### config.mk
export PLATFORM = sky130hd
export DESIGN_NAME = shift_pipe
export DESIGN_NICKNAME = d
export VERILOG_FILES = /design/src/rtl/shift_pipe.sv
export SDC_FILE = /design/constraint.sdc
export NUM_CORES = 1
export LEC_CHECK = 0
export CAP_MARGIN = 20
export CORE_ASPECT_RATIO = 1.1
export CORE_MARGIN = 2
export CORE_UTILIZATION = 50
export CTS_CLUSTER_DIAMETER = 120
export DETAILED_ROUTE_END_ITERATION = 7
export GPL_ROUTABILITY_DRIVEN = 1
export GPL_TIMING_DRIVEN = 0
export HOLD_SLACK_MARGIN = 0.06
export PLACE_DENSITY = 0.76
export RECOVER_POWER = 25
export SETUP_SLACK_MARGIN = 0.2
export SLEW_MARGIN = 0
export SYNTH_ARGS = -nofsm -noshare
export SYNTH_HDL_FRONTEND = slang
export SYNTH_SLANG_ARGS = --single-unit
### constraint.sdc
create_clock -name clk -period 2.2 [get_ports clk]
set_clock_uncertainty 0.15 [all_clocks]
set_input_delay 0.33 -clock clk [delete_from_list [all_inputs] [get_ports clk]]
set_output_delay 0.33 -clock clk [all_outputs]
set_load 0.005 [all_outputs]
### src/rtl/shift_pipe.sv
// Pipelined barrel shifter: one binary-weighted shift stage per shamt bit.
// Modes: 00 SLL, 01 SRL, 10 SRA, 11 ROR (or SRL when rotation is not built).
// Optional feature macro: SHIFT_PIPE_ROTATE_EN builds the rotate-right path.
// The valid/ready handshake stalls the whole pipe when the output is held.
module shift_pipe #(
  parameter int unsigned WIDTH = 8,
  parameter int unsigned SHW   = $clog2(WIDTH)
) (
  input  logic             clk,
  input  logic             rst_n,
  input  logic             in_valid,
  output logic             in_ready,
  input  logic [WIDTH-1:0] din,
  input  logic [SHW-1:0]   shamt,
  input  logic [1:0]       mode,
  output logic             out_valid,
  input  logic             out_ready,
  output logic [WIDTH-1:0] dout,
  output logic             zero
);

  localparam logic [1:0] ModeSll = 2'b00;
  localparam logic [1:0] ModeSrl = 2'b01;
  localparam logic [1:0] ModeSra = 2'b10;
  localparam logic [1:0] ModeRor = 2'b11;

  // One conditional shift by a fixed amount. SRA fills from the current MSB,
  // which is still the original sign because only right shifts precede it.
  function automatic logic [WIDTH-1:0] stage_shift(input logic [WIDTH-1:0] x,
                                                   input logic             en,
                                                   input logic [1:0]       md,
                                                   input int unsigned      amt);
    logic [WIDTH-1:0] r;
    r = x;
    if (en) begin
      unique case (md)
        ModeSll: r = x << amt;
        ModeSrl: r = x >> amt;
        ModeSra: r = $signed(x) >>> amt;
`ifdef SHIFT_PIPE_ROTATE_EN
        ModeRor: r = (x >> amt) | (x << (WIDTH - amt));
`else
        ModeRor: r = x >> amt;
`endif
      endcase
    end
    return r;
  endfunction

  // Per-stage combinational inputs (stage 0 reads the ports directly).
  logic [WIDTH-1:0] stg_x  [SHW];
  logic [SHW-1:0]   stg_sh [SHW];
  logic [1:0]       stg_md [SHW];
  logic [WIDTH-1:0] data_d [SHW];

  // Inter-stage registers; the last stage's data lives in dout_q.
  logic [WIDTH-1:0] data_q [SHW-1];
  logic [1:0]       mode_q [SHW-1];
  logic [SHW-1:0]   sh_q   [SHW-1];
  logic [SHW-1:0]   valid_q;
  logic [WIDTH-1:0] dout_q;
  logic             adv;

  // Remaining shamt bits are kept right-aligned, so bit 0 always selects the
  // current stage's shift.
  for (genvar k = 0; k < SHW; k++) begin : g_stage
    if (k == 0) begin : g_head
      assign stg_x[k]  = din;
      assign stg_sh[k] = shamt;
      assign stg_md[k] = mode;
    end else begin : g_body
      assign stg_x[k]  = data_q[k-1];
      assign stg_sh[k] = sh_q[k-1];
      assign stg_md[k] = mode_q[k-1];
    end
    assign data_d[k] = stage_shift(stg_x[k], stg_sh[k][0], stg_md[k], 32'd1 << k);
  end

  // Whole pipe moves together whenever the output slot is free or drained.
  assign adv       = !valid_q[SHW-1] || out_ready;
  assign in_ready  = adv;
  assign out_valid = valid_q[SHW-1];
  assign dout      = dout_q;
  assign zero      = valid_q[SHW-1] && (dout_q == '0);

  // Stage valid bits: a new op or a bubble enters stage 0 on every advance.
  always_ff @(posedge clk or negedge rst_n) begin
    if (!rst_n) begin
      valid_q <= '0;
    end else if (adv) begin
      valid_q <= {valid_q[SHW-2:0], in_valid};
    end
  end

  // Intermediate payload: no reset needed, qualified by valid_q.
  always_ff @(posedge clk) begin
    if (adv) begin
      for (int k = 0; k < SHW - 1; k++) begin
        data_q[k] <= data_d[k];
        mode_q[k] <= stg_md[k];
        sh_q[k]   <= stg_sh[k] >> 1;
      end
    end
  end

  // Output data register: reset so dout reads zero while in reset.
  always_ff @(posedge clk or negedge rst_n) begin
    if (!rst_n) begin
      dout_q <= '0;
    end else if (adv) begin
      dout_q <= data_d[SHW-1];
    end
  end

endmodule

==> flow_metrics.env <==
export IMPL_fmax_ghz=0.500
export IMPL_detail_route_wl_per_cell_um=14.1
export IMPL_p_seq_share_pct=51.9
export IMPL_vias=1163
export IMPL_setup_slack_ps=201
export IMPL_htreeDepth=2
export IMPL_layout_nets=192
export IMPL_area_growth_pct=29.0
export IMPL_p_clk_share_pct=18.4
export IMPL_dr_pass1_iters=4
export IMPL_ys_seq_elements=34
export IMPL_hold_path_class="input port to asynchronous set/reset pin"
export IMPL_netlist_area_leader_share_pct=44.1
export IMPL_synthCells=135
export IMPL_place_area_sq_mm=0.00188
export IMPL_power_switching_w=0.000556
export IMPL_grt_overflow=0
export IMPL_async_flop_share_pct=32.4
export IMPL_tightest_slew_ps=489
export IMPL_ys_warn_count=0
export IMPL_rsz0062_at_grt="true"
export IMPL_die_y_um=62.7
export IMPL_syn_num_nets=152
export IMPL_slew_violations=0
export IMPL_yosysTopAreaCell="edfxtp_1"
export IMPL_grt_pass1_vias=1072
export IMPL_required_ps=1720
export IMPL_avgSynthCellArea_sq_um=11.6
export IMPL_swShare_pct=29.1
export IMPL_crit_chain="or4_4 -> nor4_4 -> buf_2"
export IMPL_portBuffers=27
export IMPL_die_w_um=57.4
export IMPL_cp_num_buf_inv=1
export IMPL_start_kind="register"
export IMPL_leakagePower_nw=0.793
export IMPL_dpl_worst_slack_ps=-465
export IMPL_final_cell_mix="nor2_1 (25), edfxtp_1 (23), clkdlybuf4s50_1 (20)"
export IMPL_p_comb_share_pct=29.7
export IMPL_slowest_stage="or4_4"
export IMPL_end_kind="output pin"
export IMPL_grt_pass1_wl_um=4730
export IMPL_clock_sinks=34
export IMPL_hold_buffers=0
export IMPL_path_clk_slew_ps=100
export IMPL_drc=0
export IMPL_stdcell_area_sq_mm=0.00202
export IMPL_rows=21
export IMPL_root_buffer="clkbuf_4"
export IMPL_ys_seq_area_share_pct=61.7
export IMPL_clkLatencyLatePin_ps=320
export IMPL_critPathKind="register to output pin"
export IMPL_die_area_sq_mm=0.00360
export IMPL_critPathTopFamily="simple AND/OR/NAND/NOR gates"
export IMPL_synth_edf_count=23
export IMPL_slew_headroom_pct=67.3
export IMPL_diodes=0
export IMPL_cts_buffers=5
export IMPL_status="finished clean"
export IMPL_register_area_sq_um=966
export IMPL_totalWireLength_um=2970
export IMPL_drt_first_iter_violations=28
export IMPL_final_common_cell="nor2_1"
export IMPL_netlist_top_cells_area="edfxtp_1 (44%), dfrtp_1 (18%), mux2i_1 (7.0%), nor2_1 (6.0%), a21oi_1 (5.1%)"
export IMPL_finalWeightedCongestion=0.743
export IMPL_ios=28
export IMPL_finalCriticalPeriod_ps=2000
export IMPL_cp_max_fo=2
export IMPL_tritoncts="done"
export IMPL_viasPerCell=5.54
export IMPL_clockBufferDepth=2
export IMPL_maxCapViolations=0
export IMPL_detail_route_antenna_nets=0
export IMPL_fill_cells=257
export IMPL_initial_utilization_pct=51.8
export IMPL_cellPowerDensity_mw_per_mm2=945
export IMPL_antenna_found_initial=0
export IMPL_multiInputGateArea_sq_um=577
export IMPL_cp_arrival_ps=1520
export IMPL_ys_flop_type="edfxtp_1"
export IMPL_cpPeakStageDelay_ps=540
export IMPL_fin_crit_sh_pct=90.9
export IMPL_ys_types=22
export IMPL_irDropWorstVdd_mv=0.644
export IMPL_coreArea_sq_mm=0.00302
export IMPL_final_setup_tns_ps=0
export IMPL_grt_max_degree=17
export IMPL_intPower_w=0.00135
export IMPL_hold_viol=0
export IMPL_grt_usage_pct=17.5
export IMPL_hpwl_um=2120
export IMPL_netlist_area_sq_mm=0.00157
export IMPL_drive_gt1_share_pct=14.2
export IMPL_setup_viol=0
==> cell families (layout without fill, tap and decap cells) <==
logic type	Yosys count	in the layout	share of synthesized area, %
muxes	14	14	9.19
AOI/OAI and AO/OA	29	29	10.9
and+or+nand+nor	48	48	15.7
DFF	34	34	61.7
buffers and inverters	10	51	2.56
==> worst paths after layout <==
path	start	to	slack, ps	cells past startpoint
max	dout[4]	zero	200	3
min	rst_n	valid_q[1]	240	1
max reg2reg	valid_q[2]	valid_q[0]	550	4
min reg2reg	sh_q[0][1]	sh_q[0][2]	290	0
max in group asynchronous	rst_n	dout[6]	1330	1
min in group clk	sh_q[0][1]	sh_q[0][2]	290	0
==> cell usage after synthesis, types with 2 or more instances <==
cell type and number:
nand2b_1 2, nand2_1 8, nor2b_1 4, inv_1 5
dfrtp_1 11, buf_2 2, mux2_2 3, a21oi_1 16
edfxtp_1 23, nor2_4 2, clkbuf_1 3, mux2i_1 11
a31oi_1 4, nor2_1 25, o22ai_1 5, and3b_1 2
a221oi_1 4
==> what timing repair did <==
action	4_1_cts	5_1_grt
endpoints found under the setup margin	2	1
pin swaps	2	0
gates cloned	1	0
resized for setup	10	1
setup buffers	5	0
==> worst register-to-register path, delay by kind of cell (launching register included) <==
family / cells / cell delay, ps
buffers and inverters: 2 / 460
DFF: 1 / 440
muxes: 1 / 390
and+or+nand+nor: 1 / 110
==> stage by stage <==
stage	hold WS, ps	utilization (%)	cells	power [W]
detailed placement	276	62.2	196	0.00150
floorplan	-116	-	135	0.00124
global placement	251	62.2	196	0.00147
global route	258	66.9	210	0.00202
finish	243	66.9	210	0.00191
CTS	178	66.6	210	0.00192
==> routing by layer <==
metal / wire [um] / track usage [%] / vias up
met5: 0 / 0 / -
met1: 1020 / 14.9 / 550
met3: 146 / 4.35 / 5
li1: - / - / 573
met4: 57 / 7.85 / 0
met2: 1740 / 35.5 / 35
==> flip-flops by register name (all words and copies together), names as in the netlist <==
name / flops
dout: 8
valid_q: 3
mode_q: 4
data_q: 16
sh_q: 3
==> layout make-up <==
cell class | count | share of cell area [%]
flip-flops and latches | 34 | 47.8
clock buffers | 7 | 2.72
multi-input cells | 91 | 28.5
clock inverters | 1 | 0.248
repair buffers | 33 | 15.6
well taps | 34 | 2.11
inverters | 5 | 0.929
plain buffers | 5 | 2.04
==> power by group through the flow <==
stage | sequential (W) | combinational [W] | clock (W)
after floorplan | 0.000983 | 0.000256 | 0
after global placement | 0.000995 | 0.000474 | 0
after detailed placement | 0.00101 | 0.000491 | 0
after CTS | 0.000986 | 0.000570 | 0.000360
after global routing | 0.00101 | 0.000616 | 0.000393
final | 0.000991 | 0.000567 | 0.000351
Power figures use the tool's default switching activity.
